==> config.mk <==
export PLATFORM = sky130hd
export DESIGN_NAME = fpu_dispatch
export DESIGN_NICKNAME = d
export VERILOG_FILES = /design/src/rtl/fpu_dispatch.sv
export SDC_FILE = /design/constraint.sdc
export NUM_CORES = 1
export LEC_CHECK = 0
export BUFFER_PORTS_ARGS = -buffer_cell sky130_fd_sc_hd__buf_2
export CAP_MARGIN = 20
export CORE_MARGIN = 1.5
export CORE_UTILIZATION = 40
export DETAILED_ROUTE_END_ITERATION = 7
export PLACE_DENSITY = 0.7
export SETUP_SLACK_MARGIN = 0.15
export SLEW_MARGIN = 20
export SYNTH_ARGS = -nofsm -noshare
export SYNTH_HDL_FRONTEND = slang
export SYNTH_HIERARCHICAL = 1
export SYNTH_SLANG_ARGS = --single-unit
==> constraint.sdc <==
create_clock -name clk -period 5.9 [get_ports clk]
set_input_delay 1.77 -clock clk [delete_from_list [all_inputs] [get_ports clk]]
set_output_delay 1.77 -clock clk [all_outputs]
set_load 0.01 [all_outputs]
==> src/rtl/fpu_dispatch.sv <==
// Generic FIFO: zero-latency show-ahead read, one push and one pop per cycle.
// push_rdy drops when full (registered count); pop_vld is low when empty.
module fpu_fifo #(
   parameter int WIDTH = 8,
   parameter int DEPTH = 4
) (
   input  logic             clk,
   input  logic             rst,
   input  logic             push_vld,
   output logic             push_rdy,
   input  logic [WIDTH-1:0] push_dat,
   output logic             pop_vld,
   input  logic             pop_rdy,
   output logic [WIDTH-1:0] pop_dat
);
   localparam int AW = $clog2(DEPTH);
   localparam logic [AW:0] FULL = (AW+1)'(DEPTH);

   logic [WIDTH-1:0] mem [DEPTH];
   logic [AW-1:0]    wr_ptr;
   logic [AW-1:0]    rd_ptr;
   logic [AW:0]      cnt;
   logic             push;
   logic             pop;

   assign push_rdy = (cnt != FULL);
   assign pop_vld  = (cnt != '0);
   assign push     = push_vld && push_rdy;
   assign pop      = pop_vld && pop_rdy;
   assign pop_dat  = mem[rd_ptr];

   always_ff @(posedge clk) begin
      if (push) begin
         mem[wr_ptr] <= push_dat;
      end
   end

   always_ff @(posedge clk) begin
      if (rst) begin
         wr_ptr <= '0;
         rd_ptr <= '0;
         cnt    <= '0;
      end else begin
         if (push) begin
            wr_ptr <= wr_ptr + 1'b1;
         end
         if (pop) begin
            rd_ptr <= rd_ptr + 1'b1;
         end
         case ({push, pop})
            2'b10:   cnt <= cnt + 1'b1;
            2'b01:   cnt <= cnt - 1'b1;
            default: cnt <= cnt;
         endcase
      end
   end
endmodule

// Front-end for the non-pipelined add/sub FPU: queues tagged requests, issues one at a time.
// Start pulse 2 cycles after accept when idle; req_ready drops when the FIFO is full, a held result stalls the FSM.
module fpu_dispatch #(
   parameter int DEPTH = 4,
   parameter int TAG_W = 4,
   parameter int CNT_W = 16
) (
   input  logic             clk,
   input  logic             rst,
   input  logic             req_valid,
   output logic             req_ready,
   input  logic             req_op,
   input  logic [31:0]      req_a,
   input  logic [31:0]      req_b,
   input  logic [TAG_W-1:0] req_tag,
   output logic             fpu_start,
   output logic             fpu_op,
   output logic [31:0]      fpu_a,
   output logic [31:0]      fpu_b,
   input  logic             fpu_ready,
   input  logic [31:0]      fpu_c,
   output logic             res_valid,
   input  logic             res_ready,
   output logic [31:0]      res_c,
   output logic [TAG_W-1:0] res_tag,
   output logic             busy,
   output logic [CNT_W-1:0] done_cnt
);
   typedef struct packed {
      logic             op;
      logic [31:0]      a;
      logic [31:0]      b;
      logic [TAG_W-1:0] tag;
   } req_t;

   typedef enum logic [2:0] {IDLE, ISSUE, WAIT_LOW, WAIT_HIGH, HOLD} state_t;

   state_t                  state;
   state_t                  state_nxt;
   req_t                    push_dat;
   req_t                    head;
   logic [$bits(req_t)-1:0] head_raw;
   logic                    fifo_vld;
   logic                    pop;
   logic                    capture;
   logic                    slot_free;
   logic                    res_hs;
   logic [TAG_W-1:0]        tag_q;

   assign push_dat = {req_op, req_a, req_b, req_tag};
   assign head     = req_t'(head_raw);

   fpu_fifo #(
      .WIDTH ($bits(req_t)),
      .DEPTH (DEPTH)
   ) u_fifo (
      .clk      (clk),
      .rst      (rst),
      .push_vld (req_valid),
      .push_rdy (req_ready),
      .push_dat (push_dat),
      .pop_vld  (fifo_vld),
      .pop_rdy  (pop),
      .pop_dat  (head_raw)
   );

   assign res_hs    = res_valid && res_ready;
   assign slot_free = !res_valid || res_ready;
   assign fpu_start = (state == ISSUE);
   assign busy      = fifo_vld || (state != IDLE) || res_valid;

   always_comb begin
      state_nxt = state;
      pop       = 1'b0;
      capture   = 1'b0;
      case (state)
         IDLE: begin
            if (fifo_vld && fpu_ready) begin
               pop       = 1'b1;
               state_nxt = ISSUE;
            end
         end
         ISSUE: state_nxt = WAIT_LOW;
         WAIT_LOW: begin
            if (!fpu_ready) begin
               state_nxt = WAIT_HIGH;
            end
         end
         WAIT_HIGH: begin
            if (fpu_ready) begin
               if (slot_free) begin
                  capture   = 1'b1;
                  state_nxt = IDLE;
               end else begin
                  state_nxt = HOLD;
               end
            end
         end
         // No new start is issued here, so fpu_c stays valid until the slot frees.
         HOLD: begin
            if (slot_free) begin
               capture   = 1'b1;
               state_nxt = IDLE;
            end
         end
         default: state_nxt = IDLE;
      endcase
   end

   always_ff @(posedge clk) begin
      if (rst) begin
         state     <= IDLE;
         fpu_op    <= 1'b0;
         fpu_a     <= '0;
         fpu_b     <= '0;
         tag_q     <= '0;
         res_valid <= 1'b0;
         res_c     <= '0;
         res_tag   <= '0;
         done_cnt  <= '0;
      end else begin
         state <= state_nxt;
         if (pop) begin
            fpu_op <= head.op;
            fpu_a  <= head.a;
            fpu_b  <= head.b;
            tag_q  <= head.tag;
         end
         if (capture) begin
            res_valid <= 1'b1;
            res_c     <= fpu_c;
            res_tag   <= tag_q;
         end else if (res_hs) begin
            res_valid <= 1'b0;
         end
         if (res_hs) begin
            done_cnt <= done_cnt + 1'b1;
         end
      end
   end
endmodule
==> results of run 1 <==
logic make-up after synthesis:
group	after synthesis	synth area share, %
flip-flops	410	73.4
AND/OR/NAND/NOR	284	8.00
AO/OA/AOI/OAI	125	4.32
multiplexers	72	10.6
buffers and inverters	63	2.19
XOR/XNOR	14	0.821
adder cells (fa/ha/maj)	7	0.636
Yosys cell counts, types with 2 or more instances:
cell type	number
a21oi_1	113
and2_1	7
buf_12	2
buf_2	16
buf_4	8
clkbuf_1	26
dfxtp_1	134
edfxtp_1	276
ha_1	6
inv_1	9
mux2i_1	2
mux4_2	69
nand2_1	217
nand2b_1	3
nand3_1	4
nand4_1	6
nor2_1	22
nor3_1	5
nor3b_1	2
nor4_1	3
o21ai_0	5
or3_1	6
xnor2_1	8
xor2_1	6
how the worst max path moves through the flow:
stage                                          start                     endpoint  cells after the start
after floorplan                            req_valid   u_fifo/mem[0][0]$_DFFE_PP_                      2
after global placement                     req_valid  u_fifo/mem[0][68]$_DFFE_PP_                      4
after detailed placement                   req_valid  u_fifo/mem[0][68]$_DFFE_PP_                      4
after CTS                 u_fifo/cnt[1]$_SDFFE_PP0P_                         busy                      4
after global routing      u_fifo/cnt[0]$_SDFFE_PP0P_                         busy                      4
final                     u_fifo/cnt[1]$_SDFFE_PP0P_                         busy                      4
sequential cells by signal (all words and copies together), names as in the netlist, 4 cells and up, named ones only:
register and count:
done_cnt 16, fpu_a 32, fpu_b 32, res_c 32, res_tag 4, tag_q 4, u_fifo/mem 276
routing by layer:
layer,vias up,share of wire (%),routed length [um]
met5,-,0.078,24
met4,4,2.0,611
met3,45,6.7,2060
met2,258,49,15200
met1,4287,42,12900
li1,4071,-,-
per-stage QoR:
stage | hold WS [ps] | cell area, sq um | setup slack (ps) | std cells
after floorplan | 432 | 14900 | 1660 | 975
after global placement | 438 | 16500 | 1980 | 1627
after detailed placement | 443 | 16500 | 1930 | 1628
after CTS | 453 | 17900 | 2340 | 1707
after global routing | 465 | 17900 | 2240 | 1707
final | 451 | 17900 | 2360 | 1710
worst max-delay path, cell delays in order, from the launching register on:
cell and delay [ps]:
dfxtp_1 360, or3_1 420, nor3_1 150, nand2_1 120, buf_2 170
power by group:
group          total (mW)  internal, mW  switching (mW)
clock                2.73          1.64            1.08
combinational       0.845         0.352           0.493
sequential           3.43          3.30           0.125
total                7.00          5.30            1.70
final cells by class:
type	instances	area (sq um)	area share, %
Tap cell	468	586	3.26
Multi-Input combinational cell	502	3650	20.4
Inverter	10	37.5	0.209
Antenna cell	3	7.51	0.0418
Sequential cell	410	11000	61.2
Timing Repair Buffer	238	1230	6.86
Clock buffer	56	1190	6.61
Clock inverter	23	268	1.49
==> results.toml, run 1 <==
[critical_path]
reg2reg_slack_ps = 3280
worst-path-max-fanout = 6
r2r-end = "u_fifo/mem[1][50]$_DFFE_PP_"
cp-end-kind = "output pin"
critPathKind = "reg2out"
ff2ff_path_depth = 4
cp.required_ps = 4130
r2r-start = "u_fifo/cnt[1]$_SDFFE_PP0P_"
worstPathArrival_ps = 1770
cp-start-kind = "register"

[detailed_routing]
drt_iter0_drc = 382
wl_per_cell_um = 18.0
final_antenna_net_count = 0
vias = 8665
firstDrtPassIters = 4
drt_wl_total_um = 30800
vias_per_cell = 5.07
drc = 0

[pwr]
power.total_mw = 7.00
max-vdd-ir-drop_mv = 0.284
p_leak_nw = 6.33
powerDensity_nw_per_um2 = 390

[sta]
finalCritPeriodShare_pct = 59.9
setup_viol = 0
final_max_slew_viol_count = 0
final-hold-violation-count = 0
post-route-min-period_ps = 3540
tns_ps = 0
tightest_slew_ps = 1060
rsz0062_at_grt = "false"
max_slew_margin_pct = 29.2
skew_ps = 15.7
fmax_ghz = 0.283

[floorplanning]
row_count = 70
die-area_sq_um = 38500
start_util_pct = 40.7
die_w_um = 196
chipHeight_um = 196
ios = 227
core_sq_um = 36700

[synthesis]
syn_nets = 1088
synth_seq_cells = 410
ys_types = 44
synth-edff-count = 276
ys.warnings.count = 6
avgSynthCellArea_sq_um = 15.3
ys.flop_type = "edfxtp_1"
synth_top_area_share_pct = 55.5
post_synth_inst_count = 975
ys_top_cells_by_area = "edfxtp_1 55%, dfxtp_1 18%, mux4_2 10%"
ys_seq_area_share_pct = 73.4
ys_async_sr_fraction_pct = 0
syn_area_sq_um = 14900
yosysTopAreaCell = "edfxtp_1"

[global_routing]
grt_pass1_wl_um = 48300
grt_use_total_pct = 16.3
grt_busiest_layer = "met2"
grt_use_met1_pct = 20.3
met2_usage_pct = 27.8
grt_max_degree = 71
overflow = 0
antenna_found_initial = 3
use_met3_pct = 4.07
grt_pass1_vias = 8865

[place]
io_buffers = 226
dp_hpwl_um = 18500
gp_congestion = 0.763

[hold_path]
hold_depth = 2
min_path_type = "reg2reg"
hold_path_end = "res_c[29]$_SDFFE_PP0P_"
min_from = "res_c[29]$_SDFFE_PP0P_"

[final_layout]
drive_gt1_share_pct = 31.1
layout_common_cells = "276 x edfxtp_1, 225 x buf_2, 217 x nand2_1"
final_core_util_pct = 48.9
syn_to_final_growth_pct = 20.1
fill_cells = 3145
mostFrequentLayoutCell = "edfxtp_1"
nNetsFinal = 1318

[clock_tree]
post-cts-setup-buffers = 0
cts-resized-gates = 0
htreeDepth = 2
postCtsHoldBufs = 0
numCtsBuffers = 43
clk_transition_reported_paths_ps = 60
clockBufferDepth = 3
cts_sinks = 410
tritoncts = "built"
root_buffer = "clkbuf_16"
clk-insertion-delay-late_ps = 560

[run_status]
outcome = "finished, final reports clean"

[run]
cap_violations = 0
Power figures use the tool's default switching activity.
==> run 2: changes to the inputs <==
- PLACE_DENSITY: 0.7 -> 0.72
- clock period: 5.9 -> 2.9 ns (I/O delays scaled with it)
==> run 2 against run 1 <==
Clock-buffer cell count rose by 6; setup slack got worse by 2100 ps; hold slack got worse by 1.1 ps; wire length rose by 1.8%; sequential cell count did not move; die area did not move; critical path type unchanged; highest routed layer unchanged.
==> results.toml, run 2 (synthesis results as in run 1) <==
[sta]
holdWs_ps = 450
tns_ps = 0
max_slew_margin_pct = 37.9
rsz0062_at_grt = "false"
skew_ps = 18.6
final-hold-violation-count = 0
tightest_slew_ps = 932
finalCritPeriodShare_pct = 89.7
post-route-min-period_ps = 2600
fmax_ghz = 0.384
final_max_slew_viol_count = 0
setup_viol = 0

[final_layout]
nNetsFinal = 1335
fill_cells = 3092
syn_to_final_growth_pct = 22.2
drive_gt1_share_pct = 32.2
largest-register = "u_fifo/mem"
final_area_sq_um = 18300
largest_register_ffs = 276
mostFrequentLayoutCell = "edfxtp_1"
layout_common_cells = "276 x edfxtp_1, 225 x buf_2, 217 x nand2_1"

[clock_tree]
clockBufferDepth = 3
clk_transition_reported_paths_ps = 60
htreeDepth = 2
cts_sinks = 410
clk-insertion-delay-late_ps = 560
post-cts-setup-buffers = 0
root_buffer = "clkbuf_16"
tritoncts = "built"
numCtsBuffers = 43

[place]
post_dp_cell_area_sq_um = 16800
gp_congestion = 0.751
dp_hpwl_um = 19300
io_buffers = 226

[global_routing]
grt_max_degree = 70
overflow = 0
antenna_found_initial = 4
grt_pass1_vias = 8819
grt_pass1_wl_um = 48700
grt_use_total_pct = 16.5

[pwr]
p_leak_nw = 6.47
powerDensity_nw_per_um2 = 780
max-vdd-ir-drop_mv = 0.593
power.total_mw = 14.2

[critical_path]
cp.required_ps = 2030
worstPathArrival_ps = 1730
cp-end-kind = "output pin"
critPathKind = "reg2out"
worst-path-max-fanout = 6
cp-start-kind = "register"

[detailed_routing]
drt_iter0_drc = 443
vias = 8718
drt_wl_total_um = 31300
wl_per_cell_um = 18.2
vias_per_cell = 5.05
final_antenna_net_count = 0
firstDrtPassIters = 4
drc = 0

[floorplanning]
core_sq_um = 36700
ios = 227
die-area_sq_um = 38500
die_w_um = 196
row_count = 70
start_util_pct = 40.7
chipHeight_um = 196

[run_status]
outcome = "finished, final reports clean"

[run]
cap_violations = 0

[hold_path]
min_path_type = "reg2reg"
[run 2: changes by cell type in the layout (fill, tap and decap cells not counted), moves of 2 or more]
cell | before | now
clkinv_1 | 5 | 1
clkbuf_8 | 4 | 6
buf_12 | 0 | 18
bufinv_16 | 5 | 2
diode_2 | 3 | 1
clkbuf_1 | 8 | 10
clkinvlp_4 | 6 | 4
clkinv_2 | 4 | 7
[run 2: layout make-up]
type,instances,area (sq um),share of cell area [%]
multi-input cells,502,3660,20.0
well taps,468,586,3.21
inverters,10,38.8,0.212
flip-flops and latches,410,11000,60.1
clock buffers,62,1250,6.85
diodes,1,2.50,0.0137
clock inverters,17,166,0.911
repair buffers,255,1580,8.63
[run 2: final timing paths]
check	cells after the start	startpoint	slack (ps)	to
worst max-delay path	4	u_fifo/cnt[1]$_SDFFE_PP0P_	300	busy
worst min-delay path	2	res_c[0]$_SDFFE_PP0P_	450	res_c[0]$_SDFFE_PP0P_
worst max register to register	10	u_fifo/cnt[0]$_SDFFE_PP0P_	550	u_fifo/cnt[2]$_SDFFE_PP0P_
worst min register to register	2	res_c[0]$_SDFFE_PP0P_	450	res_c[0]$_SDFFE_PP0P_
[run 2: where the power goes]
group / switching, mW / total (mW) / internal, mW / leakage (nW)
clock: 2.23 / 5.43 / 3.20 / 0.688
sequential: 0.197 / 6.91 / 6.72 / 3.62
combinational: 1.09 / 1.89 / 0.803 / 2.17
[run 2: routing by layer]
layer,vias up,share of wire (%),track usage (%)
met2,276,48,27.2
met3,51,7.1,4.83
met1,4283,43,21.2
met4,6,2.1,4.90
met5,-,0.12,0
li1,4102,-,-
[run 2: stage by stage]
step | setup WS (ps) | cells | utilization, %
finish | 298 | 1725 | 49.8
global route | 173 | 1724 | 49.7
CTS | 257 | 1724 | 49.7
detailed placement | 198 | 1645 | 45.9
global placement | 206 | 1645 | 45.9
floorplan | 163 | 975 | -
[run 2: timing repair]
action / CTS / global route
gates resized for setup: 0 / 1
hold buffers: 0 / 0
endpoints found under the setup margin: 0 / 1
[run 2: critical path, stage by stage (launching register included)]
cell and delay, ps:
dfxtp_1 350, or3_1 440, nor3_2 120, nand2_1 100, buf_2 160
==> run 3: changes to the inputs <==
- CTS_BUF_LIST: not set -> sky130_fd_sc_hd__clkbuf_4 sky130_fd_sc_hd__clkbuf_8 sky130_fd_sc_hd__clkbuf_16
- SETUP_SLACK_MARGIN: 0.15 -> 0.02
- SKIP_CTS_REPAIR_TIMING: not set -> 1
==> run 3 against run 2 <==
Core utilization down 0.21 points; cell count fell by 0.23%; combinational power fell by 3%; largest power group unchanged; highest routed layer unchanged.
==> results.toml, run 3 (synthesis results as in run 1) <==
[run_status]
outcome = "finished, final reports clean"

[detailed_routing]
vias = 8740
vias_per_cell = 5.08
final_antenna_net_count = 0
wl_per_cell_um = 18.2
drc = 0
drt_iter0_drc = 277
drt_wl_total_um = 31400
firstDrtPassIters = 5

[clock_tree]
tritoncts = "built"
cts_sinks = 410
clockBufferDepth = 3
root_buffer = "clkbuf_16"
clk-insertion-delay-late_ps = 550
numCtsBuffers = 44
htreeDepth = 2
clk_transition_reported_paths_ps = 60

[critical_path]
worst-path-buf-inv = 1
cp_cell_sequence = "or3_1 -> nor3_1 -> nand2_1 -> buf_2"
critPathKind = "reg2out"
worstPathArrival_ps = 1750
cp-end-kind = "output pin"
reg2reg_slack_ps = 530
critPathTopFamily = "simple AND/OR/NAND/NOR gates"
slowest_delay_ps = 430
cp-start-kind = "register"
cp.required_ps = 2030
worst-path-max-fanout = 6
critPathSlowestCell = "or3_1"

[sta]
rsz0062_at_grt = "false"
skew_ps = 8.83
fmax_ghz = 0.381
finalCritPeriodShare_pct = 90.5
final-hold-violation-count = 0
max_slew_margin_pct = 38.2
tightest_slew_ps = 926
final_max_slew_viol_count = 0
layout_setup_ws_ps = 276
tns_ps = 0
post-route-min-period_ps = 2620
setup_viol = 0

[final_layout]
drive_gt1_share_pct = 32.5
mostFrequentLayoutCell = "edfxtp_1"
nNetsFinal = 1330
syn_to_final_growth_pct = 21.7
largest_register_ffs = 276
final_cells = 1721
largest-register = "u_fifo/mem"
layout_common_cells = "276 x edfxtp_1, 225 x buf_2, 217 x nand2_1"

[pwr]
powerDensity_nw_per_um2 = 784
power.total_mw = 14.3
max-vdd-ir-drop_mv = 0.578
p_leak_nw = 6.46

[floorplanning]
chipHeight_um = 196
start_util_pct = 40.7
row_count = 70
die-area_sq_um = 38500
core_sq_um = 36700
ios = 227
die_w_um = 196

[global_routing]
grt_use_total_pct = 16.6
antenna_found_initial = 3
grt_max_degree = 79
grt_pass1_wl_um = 48900
grt_pass1_vias = 8997
overflow = 0

[place]
dp_cells = 1639
gp_congestion = 0.798
post-place-ws_ps = 162
io_buffers = 226
dp_hpwl_um = 18800

[hold_path]
min_path_type = "reg2reg"

[run]
cap_violations = 0
## run 3: cell types whose count changed in the layout (fill, tap and decap cells not counted), moves of 3 or more
cell / before / now
clkbuf_4: 0 / 11
clkbuf_1: 10 / 0
buf_12: 18 / 13
clkbuf_8: 6 / 3
clkinv_1: 1 / 4
## run 3: final timing paths
kind | start | endpoint | depth (start not counted)
worst max-delay path | u_fifo/cnt[1]$_SDFFE_PP0P_ | busy | 4
worst max register to register | state[0]$_SDFFE_PP0P_ | u_fifo/cnt[2]$_SDFFE_PP0P_ | 10
worst min-delay path | tag_q[1]$_SDFFE_PP0P_ | res_tag[1]$_SDFFE_PP0P_ | 2
worst min register to register | tag_q[1]$_SDFFE_PP0P_ | res_tag[1]$_SDFFE_PP0P_ | 2
## run 3: worst reg2reg max path: stages (launching register included)
cell      delay [ps]
dfxtp_1          340
nor2_1           250
nand4b_1         190
inv_2             90
o31a_1           190
ha_1             210
inv_1             70
fa_1             370
xor2_1           160
or3_1            300
a21oi_1          130
## run 3: final cells by class
class	count	area, sq um
tap	468	586
sequential	410	11000
inverter	10	37.5
antenna	1	2.50
timing repair buffer	249	1470
multi-input combinational	502	3650
clock inverter	21	178
clock buffer	60	1270
fill	3069	18500
## run 3: per-layer routing
metal / part of all wire [%] / global-route usage, % / up-vias / wire length, um
li1: - / - / 4079 / -
met1: 42 / 20.5 / 4335 / 13200
met2: 49 / 28.2 / 271 / 15300
met3: 7.2 / 4.50 / 49 / 2260
met4: 1.9 / 5.38 / 6 / 586
met5: 0.11 / 0 / - / 36
## run 3: stage by stage
step | hold WS [ps] | cell area (sq um) | utilization [%]
after floorplan | 432 | 14900 | -
after global placement | 438 | 16700 | 45.6
after detailed placement | 444 | 16700 | 45.6
after CTS | 452 | 18200 | 49.5
after global routing | 464 | 18200 | 49.5
final | 449 | 18200 | 49.5
## run 3: report_power, final
group / switching, mW / internal [mW] / total (mW)
Clock: 2.20 / 3.28 / 5.48
Sequential: 0.230 / 6.72 / 6.95
Combinational: 1.05 / 0.773 / 1.83
Total: 3.48 / 10.8 / 14.3
